<file path="src/rtl/life_pkg.sv">
// ---------------------------------------------------------------------------
// life_pkg
// Shared types and constants for the pattern-select path that feeds the
// HEX4/HEX5 pattern-count display and the Life board pattern ROM.
//   PAT_W        width of a pattern index (display and ROM address use it too)
//   sel_state_t  load-handshake FSM states of pattern_select_counter
//   wrap_step()  one up/down step of the pattern index with wrap-around
// ---------------------------------------------------------------------------
package life_pkg;

    localparam int PAT_W = 4;

    typedef enum logic [1:0] {
        SEL_IDLE,
        SEL_REQ,
        SEL_WAIT
    } sel_state_t;

    // Step the index by one in either direction, wrapping inside 0..num-1.
    function automatic logic [PAT_W-1:0] wrap_step(
        input logic [PAT_W-1:0] cur,
        input logic             up,
        input int unsigned      num
    );
        logic [PAT_W-1:0] last;
        last = PAT_W'(num - 1);
        if (up) begin
            return (cur == last) ? '0 : cur + PAT_W'(1);
        end
        return (cur == '0) ? last : cur - PAT_W'(1);
    endfunction

endpackage

</file>
<file path="src/rtl/key_conditioner.sv">
// ---------------------------------------------------------------------------
// key_conditioner
// Turns one raw active-low push button into a one-cycle step pulse:
// synchroniser, press-edge detect and a hold-to-repeat timer.
//   clk         system clock
//   reset       synchronous, active-low
//   key_n       raw button, active-low, asynchronous to clk
//   other_held  the other button is currently held (suppresses auto-repeat)
//   held        this button is held (synchronised, active-high)
//   step        registered one-cycle pulse per press or repeat tick
// ---------------------------------------------------------------------------
module key_conditioner #(
    parameter int unsigned SYNC_STAGES = 2,
    parameter int unsigned REPEAT_DLY  = 25,
    parameter int unsigned REPEAT_RATE = 10
) (
    input  logic clk,
    input  logic reset,
    input  logic key_n,
    input  logic other_held,
    output logic held,
    output logic step
);

    localparam int unsigned CNT_MAX = (REPEAT_DLY > REPEAT_RATE) ? REPEAT_DLY : REPEAT_RATE;
    localparam int          CNT_W   = $clog2(CNT_MAX + 1) + 1;

    logic [SYNC_STAGES-1:0] sync_q, sync_d;
    logic                   last_n_q, last_n_d;
    logic [CNT_W-1:0]       cnt_q, cnt_d;
    logic                   repeating_q, repeating_d;
    logic                   step_q, step_d;

    logic level;
    logic press;
    logic alone;
    logic repeat_hit;

    always_comb begin
        sync_d   = {sync_q[SYNC_STAGES-2:0], key_n};
        level    = ~sync_q[SYNC_STAGES-1];
        // Previous synced raw level; "released" (1) means this cycle's 1 is a new press.
        last_n_d = sync_q[SYNC_STAGES-1];
        press    = level & last_n_q;
        alone    = level & ~other_held;

        // Hold timer: counts held cycles while this key alone is down. The first
        // tick waits REPEAT_DLY, later ticks REPEAT_RATE; any release or a
        // both-keys chord clears it.
        cnt_d       = '0;
        repeating_d = 1'b0;
        repeat_hit  = 1'b0;
        if ((REPEAT_DLY > 0) && alone) begin
            if (repeating_q ? (cnt_q == CNT_W'(REPEAT_RATE)) : (cnt_q == CNT_W'(REPEAT_DLY))) begin
                repeat_hit  = 1'b1;
                cnt_d       = CNT_W'(1);
                repeating_d = 1'b1;
            end else begin
                cnt_d       = cnt_q + CNT_W'(1);
                repeating_d = repeating_q;
            end
        end

        step_d = press | repeat_hit;
    end

    always_ff @(posedge clk) begin
        if (!reset) begin
            sync_q      <= '1;
            last_n_q    <= 1'b1;
            cnt_q       <= '0;
            repeating_q <= 1'b0;
            step_q      <= 1'b0;
        end else begin
            sync_q      <= sync_d;
            last_n_q    <= last_n_d;
            cnt_q       <= cnt_d;
            repeating_q <= repeating_d;
            step_q      <= step_d;
        end
    end

    assign held = level;
    assign step = step_q;

endmodule

</file>
<file path="src/rtl/pattern_select_counter.sv">
// ---------------------------------------------------------------------------
// pattern_select_counter
// Selects a Life pattern index from the next/prev keys and asks the board to
// load it through a req/ack handshake. Key steps are ignored while a load is
// in flight (they are dropped, not queued).
//   clk            system clock
//   reset          synchronous, active-low
//   key_next_n     raw KEY, active-low; press = next pattern
//   key_prev_n     raw KEY, active-low; press = previous pattern
//   load_ack       one-cycle pulse: board has latched pattern_count
//   pattern_count  registered pattern index 0..NUM_PATTERNS-1
//   load_req       high from the request until load_ack
//   busy           high while a load handshake is in progress
// ---------------------------------------------------------------------------
module pattern_select_counter
    import life_pkg::*;
#(
    parameter int unsigned NUM_PATTERNS = 10,
    parameter int unsigned SYNC_STAGES  = 2,
    parameter int unsigned REPEAT_DLY   = 25,
    parameter int unsigned REPEAT_RATE  = 10
) (
    input  logic             clk,
    input  logic             reset,
    input  logic             key_next_n,
    input  logic             key_prev_n,
    input  logic             load_ack,
    output logic [PAT_W-1:0] pattern_count,
    output logic             load_req,
    output logic             busy
);

    logic step_next, step_prev;
    logic held_next, held_prev;

    key_conditioner #(
        .SYNC_STAGES (SYNC_STAGES),
        .REPEAT_DLY  (REPEAT_DLY),
        .REPEAT_RATE (REPEAT_RATE)
    ) u_key_next (
        .clk        (clk),
        .reset      (reset),
        .key_n      (key_next_n),
        .other_held (held_prev),
        .held       (held_next),
        .step       (step_next)
    );

    key_conditioner #(
        .SYNC_STAGES (SYNC_STAGES),
        .REPEAT_DLY  (REPEAT_DLY),
        .REPEAT_RATE (REPEAT_RATE)
    ) u_key_prev (
        .clk        (clk),
        .reset      (reset),
        .key_n      (key_prev_n),
        .other_held (held_next),
        .held       (held_prev),
        .step       (step_prev)
    );

    sel_state_t       state_q, state_d;
    logic [PAT_W-1:0] count_q, count_d;
    logic             load_req_q, load_req_d;
    logic             busy_q, busy_d;

    always_comb begin
        state_d    = state_q;
        count_d    = count_q;
        load_req_d = load_req_q;
        busy_d     = busy_q;
        case (state_q)
            SEL_IDLE: begin
                // A chord (both steps together) is treated as no input.
                if (step_next ^ step_prev) begin
                    count_d = wrap_step(count_q, step_next, NUM_PATTERNS);
                    busy_d  = 1'b1;
                    state_d = SEL_REQ;
                end
            end
            SEL_REQ: begin
                // One cycle after the count update, so the board never sees
                // load_req with a count that is still changing.
                load_req_d = 1'b1;
                state_d    = SEL_WAIT;
            end
            SEL_WAIT: begin
                if (load_ack) begin
                    load_req_d = 1'b0;
                    busy_d     = 1'b0;
                    state_d    = SEL_IDLE;
                end
            end
            default: begin
                load_req_d = 1'b0;
                busy_d     = 1'b0;
                state_d    = SEL_IDLE;
            end
        endcase
    end

    always_ff @(posedge clk) begin
        if (!reset) begin
            state_q    <= SEL_IDLE;
            count_q    <= '0;
            load_req_q <= 1'b0;
            busy_q     <= 1'b0;
        end else begin
            state_q    <= state_d;
            count_q    <= count_d;
            load_req_q <= load_req_d;
            busy_q     <= busy_d;
        end
    end

    assign pattern_count = count_q;
    assign load_req      = load_req_q;
    assign busy          = busy_q;

endmodule

</file>
<file path="config.mk">
export PLATFORM = sky130hd
export DESIGN_NAME = pattern_select_counter
export DESIGN_NICKNAME = d
export VERILOG_FILES = /design/src/rtl/life_pkg.sv /design/src/rtl/key_conditioner.sv /design/src/rtl/pattern_select_counter.sv
export SDC_FILE = /design/constraint.sdc
export NUM_CORES = 1
export LEC_CHECK = 0
export ABC_AREA = 1
export CORE_MARGIN = 5
export CORE_UTILIZATION = 40
export CTS_CLUSTER_SIZE = 12
export DETAILED_ROUTE_END_ITERATION = 16
export PLACE_DENSITY_LB_ADDON = 0.25
export RECOVER_POWER = 100
export SLEW_MARGIN = 0
export SYNTH_ARGS = -nofsm -noshare
export SYNTH_HDL_FRONTEND = slang
export SYNTH_SLANG_ARGS = --single-unit
</file>
<file path="constraint.sdc">
create_clock -name clk -period 1 [get_ports clk]
set_input_delay 0.15 -clock clk [delete_from_list [all_inputs] [get_ports clk]]
set_output_delay 0.15 -clock clk [all_outputs]
set_load 0.05 [all_outputs]
</file>
==> out/results.ini, run 1 <==
[global_route]
antenna_found_initial=0
grt_pass1_vias=1182
grt_max_degree=10
grt-ovfl-total=0
grt_usage=0.143
grt_pass1_wl_um=4940

[logic_synthesis]
ys_top_cells_by_count=41 x nand2_1, 30 x dfxtp_1, 26 x inv_1, 16 x nor2_1, 15 x nand3_1
yosys_most_used_dff=dfxtp_1
ys_seq_elements=30
syn_area_um2=1360
yosys-top-cells-area=dfxtp_1 44%, nand2_1 11%, inv_1 7.2%, nand3_1 5.5%, nor2_1 4.4%
synth.largest_area_cell=dfxtp_1
syn_nets=189
postSynthCellCount=182
synth_top_cell_area_share=0.443
synthArstFlopShare=0
synth_edf_count=0
synth_most_common_cell=nand2_1
synth_cell_types=26
avgSynthCellArea_um2=7.45
synth_warnings=0
yosysSeqAreaShare=0.443

[route]
antenna_left=0
drcViolationCount=0
via_per_inst=4.74
finalWirelength_um=2970
wire_per_inst_um=11.3
dr.pass1.iters=5
drtIter0Drc=28
num_vias=1247

[worst_hold_path]
min_path_type=primary input to register

[setup_path]
reg2reg_depth=7
end_kind=output port
cp.arrival_ps=960
path_cells=buf_6 -> buf_12
crit_type=register to output port
cp-endpoint=pattern_count[0]
cp-startpoint=pattern_count[0]
slowest_stage=dfxtp_4
cp_max_fo=5
rr_startpoint=u_key_prev.cnt_q[0]
start_kind=register
r2r_end=u_key_prev.cnt_q[4]
reg2reg_slack_ps=-40
critPathRequiredTime_ps=850
cpPeakStageDelay_ps=370

[placement]
place_area_um2=1680
numPortBuffers=10
post-place-ws_ps=-275
place.gp.congestion=0.796
place_hpwl_um=1950

[sta]
max_freq_mhz=903
finalHoldViolCount=0
max-slew-margin-rel=0.835
tightest_slew_ps=248
fin_crit_sh=1.11
setup_viol=16
slew_viol_final=0
fin_ws_ps=-107
fin_crit_ps=1110
rsz0062_at_grt=yes
fin_skew_ps=6.63

[power_and_ir_drop]
power_uw=2470
power_leakage_uw=0.000827
power.density_nw_per_um2=1210
peakVddDrop_uv=801

[die]
fp.dieH_um=68.2
dieArea_um2=4650
rows=21
ios=11
initial_core_util=0.409
dieWidth_um=68.2
core_um2=3310

[clock_network]
cts_made_buffers=5
cts.sinks=30
cts_tree=yes
cts_hold_buf=0
root_buffer=clkbuf_4
htreeDepth=2
cts.clk_slew.worst_paths_ps=100
clk_latency_ps=330
clock_path_buffers=2

[job]
cap_violations=0

[outcome]
status=finished, violations left
violations=negative setup slack

[layout]
final_util=0.615
design_area_um2=2030
nNetsFinal=224
syn_to_final_growth_pct=50.1
antenna_cells=0
drive_gt1_frac=0.493

critical path: cells and delay by family, from the launching register on:
kind	cells	cell delay, ps
buffers and inverters	2	260
flip-flops	1	370
state kept, by name, indices dropped and copies added (netlist names), 2 cells and up:
signal / cells
u_key_next.sync_q: 2
u_key_prev.sync_q: 2
u_key_next.cnt_q: 6
state_q: 2
pattern_count: 4
u_key_prev.cnt_q: 6
through the flow:
| stage | hold WS, ps | instances | setup TNS, ps |
|---|---|---|---|
| 6_report | 115 | 263 | -509 |
| 5_1_grt | 99.7 | 263 | -1940 |
| 4_1_cts | 384 | 258 | -455 |
| 3_5_place_dp | 401 | 249 | -5760 |
| 3_3_place_gp | 395 | 249 | -5560 |
| 2_1_floorplan | 257 | 182 | -5.95 |
cell families (layout without fill, tap and decap cells):
kind of cell    Yosys count  in the layout  synth area share
simple gates             95             95             0.355
buf+inv                  34             69            0.0969
flops                    30             30             0.443
compound gates           18             18            0.0674
xor+xnor                  3              3            0.0194
fa+ha+maj                 2              2            0.0185
per-layer routing:
| metal | GRT usage | routed length (µm) | vias to the layer above |
|---|---|---|---|
| met4 | 0.0521 | 38 | 0 |
| met2 | 0.244 | 1590 | 25 |
| met1 | 0.163 | 1220 | 575 |
| met3 | 0.0509 | 118 | 4 |
| met5 | 0 | 0 | - |
| li1 | - | - | 643 |
final cells by class:
| cell class | count | area [µm²] |
|---|---|---|
| Clock buffer | 7 | 76.3 |
| Fill cell | 301 | 1280 |
| Inverter | 33 | 131 |
| Multi-Input combinational cell | 118 | 811 |
| Sequential cell | 30 | 642 |
| Tap cell | 46 | 57.6 |
| Timing Repair Buffer | 29 | 317 |
cells in the final DEF (no fill, tap or decap), drive strengths merged:
cell type	netlist	final
nand4	4	4
buf	1	25
xnor2	1	1
dfxtp	30	30
dlygate4sd3	0	2
o21ai	6	6
inv	32	32
nand3	17	17
clkdlybuf4s50	0	1
dlymetal6s2s	0	1
nand2	45	45
nor3	5	5
o22ai	1	1
ha	2	2
clkinv	1	1
clkbuf	0	7
nand3b	1	1
or2	4	4
xor2	2	2
a21oi	11	11
nor2	19	19
worst min path at each step:
stage | startpoint | end | slack [ps] | cells after the start
floorplan | key_next_n | u_key_next.sync_q[0] | 260 | 1
global placement | u_key_prev.sync_q[0] | u_key_prev.sync_q[1] | 400 | 1
detailed placement | u_key_next.sync_q[0] | u_key_next.sync_q[1] | 400 | 1
CTS | key_prev_n | u_key_prev.sync_q[0] | 380 | 2
global route | reset | u_key_prev.last_n_q | 100 | 2
finish | reset | u_key_prev.last_n_q | 120 | 2
power by group:
group / switching (µW) / internal, µW
combinational: 162 / 144
clock: 431 / 481
sequential: 38.2 / 1210
total: 631 / 1840
timing repair:
item / CTS / global route
buffers inserted: 2 / 5
cloned: 0 / 0
resized for setup: 26 / 45
endpoints found under the hold margin: 0 / 0
pin swaps: 13 / 18
endpoints found under the setup margin: 20 / 27
(Power assumes the default switching activity.)
==> inputs of run 2 (changes only) <==
Settings changed: CTS_CLUSTER_DIAMETER from default to 50, GPL_TIMING_DRIVEN from default to 1.
==> results of run 2 <==
Same layout as run 1: the final DEF is identical, and so are final timing and power.
==> inputs of run 3 (changes only) <==
Clock period 1 ns to 1.29 ns, I/O delays scaled along.
==> run 3 against run 2 <==
The run now ends clean. Via count decreased by 8.0%. Critical endpoint unchanged. Largest cell class unchanged. Clock-buffer cell count down 2. Sequential power decreased by 22%. Largest power group unchanged. Die area unchanged. First-iteration DRC count rose by 82%. Sequential share of layout area up 6.1 points. Sequential cell count did not move. Critical path type unchanged. Wire length is 24% lower. Utilization down 13 points.
==> out/results.ini, run 3 (same netlist as run 1, synthesis figures left out) <==
[outcome]
status=finished, final reports clean

[power_and_ir_drop]
p_sw_uw=439  ; -31%
clockPowerShare=0.301  ; -0.069
p_int_uw=1220  ; -33%
power_leakage_uw=0.000695  ; -16%
peakVddDrop_uv=612  ; -24%
share_comb_of_total_power=0.113  ; -0.011
power.density_nw_per_um2=1040  ; -14%
power_frac_seq=0.586  ; +0.080
swShare=0.264  ; +0.00823

[layout]
layout_common_cells=42 x nand2_1, 29 x dfxtp_1, 27 x inv_1
n_fill_cell=360  ; +20%
antenna_cells=0  ; unchanged
nNetsFinal=210  ; -6.3%
syn_to_final_growth_pct=17.8
layout_commonest_cell=nand2_1
seqCellArea_um2=602  ; -6.2%
stdcell_count=249  ; -5.3%
multi_input_area_um2=611  ; -25%
drive_gt1_frac=0.192  ; -0.301

[global_route]
grt_pass1_wl_um=4120  ; -17%
antenna_found_initial=0  ; unchanged
grt_usage=0.121  ; -0.0225
grt_max_degree=10  ; unchanged
grt_pass1_vias=1033  ; -13%
grt-ovfl-total=0  ; unchanged

[worst_hold_path]
worstHoldStart=u_key_next.sync_q[0]
worst_hold_path.num_cells=1  ; -1
hold_end=u_key_next.sync_q[1]
min_path_type=register to register

[setup_path]
slowest_stage=dfxtp_2
path_cells=clkbuf_4
path_delay_family=flip-flops
reg2reg_slack_ps=160  ; +200 ps
critPathRequiredTime_ps=1100  ; +250 ps
crit_type=register to output port
reg2reg_depth=5  ; -2
r2r_end=u_key_prev.cnt_q[4]
cpPeakStageDelay_ps=410  ; +40 ps
end_kind=output port
start_kind=register
cp_max_fo=8  ; +3
worst-path-buf-inv=1  ; -1
cp-startpoint=pattern_count[0]
rr_startpoint=u_key_prev.cnt_q[0]
cp.arrival_ps=990  ; +30 ps

[route]
finalWirelength_um=2250  ; -24%
via_per_inst=4.61  ; -2.8%
drcViolationCount=0  ; unchanged
num_vias=1147  ; -8.0%
wire_per_inst_um=9.04  ; -20%
drtIter0Drc=51  ; +82%
antenna_left=0  ; unchanged
dr.pass1.iters=6  ; +1

[sta]
finalHoldViolCount=0  ; unchanged
fin_crit_ps=1190
rsz0062_at_grt=no
fin_skew_ps=10.8  ; +4.18 ps
fin_setup_tns_ps=0  ; +509 ps
fin_crit_sh=0.920
tightest_slew_ps=273  ; +25.0 ps
max_freq_mhz=843
max-slew-margin-rel=0.818  ; -0.0167
slew_viol_final=0  ; unchanged
setup_viol=0  ; -16

[placement]
placed_cells=242  ; -2.8%
numPortBuffers=10  ; unchanged
place_hpwl_um=1760  ; -9.6%
place.gp.congestion=0.796  ; about the same

[job]
cap_violations=0  ; unchanged

[die]
dieArea_um2=4650  ; unchanged
fp.dieH_um=68.2  ; unchanged
dieWidth_um=68.2  ; unchanged
ios=11  ; unchanged
rows=21  ; unchanged
core_um2=3310  ; unchanged
initial_core_util=0.409  ; unchanged

[clock_network]
cts_setup_buffers=0  ; -2
clock_path_buffers=2  ; unchanged
cts.clk_slew.worst_paths_ps=100  ; about the same
cts.sinks=30  ; unchanged
htreeDepth=2  ; unchanged
clk_latency_ps=320  ; about the same
cts_made_buffers=5  ; unchanged
cts_hold_buf=0  ; unchanged
root_buffer=clkbuf_4
cts_tree=yes
post_cts_resized=0  ; -100%

-- run 3: power groups by stage --
stage | logic [µW] | clock network (µW) | registers [µW]
after floorplan | 87.8 | 0 | 1030
after global placement | 203 | 0 | 998
after detailed placement | 205 | 0 | 999
after CTS | 206 | 527 | 978
after global routing | 207 | 581 | 979
final | 187 | 501 | 974
-- run 3: routing by layer --
layer | GRT usage | wire length [µm] | vias to the layer above
met5 | 0 | 0 | -
met4 | 0.0670 | 52 | 0
met3 | 0.0493 | 100 | 6
met2 | 0.194 | 1070 | 14
met1 | 0.135 | 1030 | 512
li1 | - | - | 615
-- run 3: how the worst max path moves through the flow --
stage                                end  slack, ps  cells after the start
floorplan               pattern_count[3]          4                      7
global placement    u_key_prev.sync_q[0]         30                      3
detailed placement   u_key_prev.cnt_q[3]         -1                      5
CTS                     pattern_count[1]         90                      1
global route         u_key_next.cnt_q[5]         30                      6
finish                  pattern_count[0]        100                      1
-- run 3: final cells by class --
cell class / count / share of cell area
inverters: 33 / 0.0776
flip-flops and latches: 30 / 0.377
clock buffers: 5 / 0.0235
well taps: 46 / 0.0361
clock inverters: 2 / 0.00627
multi-input cells: 118 / 0.382
repair buffers: 15 / 0.0972
-- run 3: through the flow --
step	hold slack, ps	worst slack, ps	power [µW]	area (µm²)	util
detailed placement	400	-1.16	1200	1610	0.485
global route	423	27.0	1770	1600	0.482
finish	417	104	1660	1600	0.482
CTS	412	85.5	1710	1650	0.499
global placement	397	27.2	1200	1610	0.485
floorplan	300	4.28	1120	1360	-
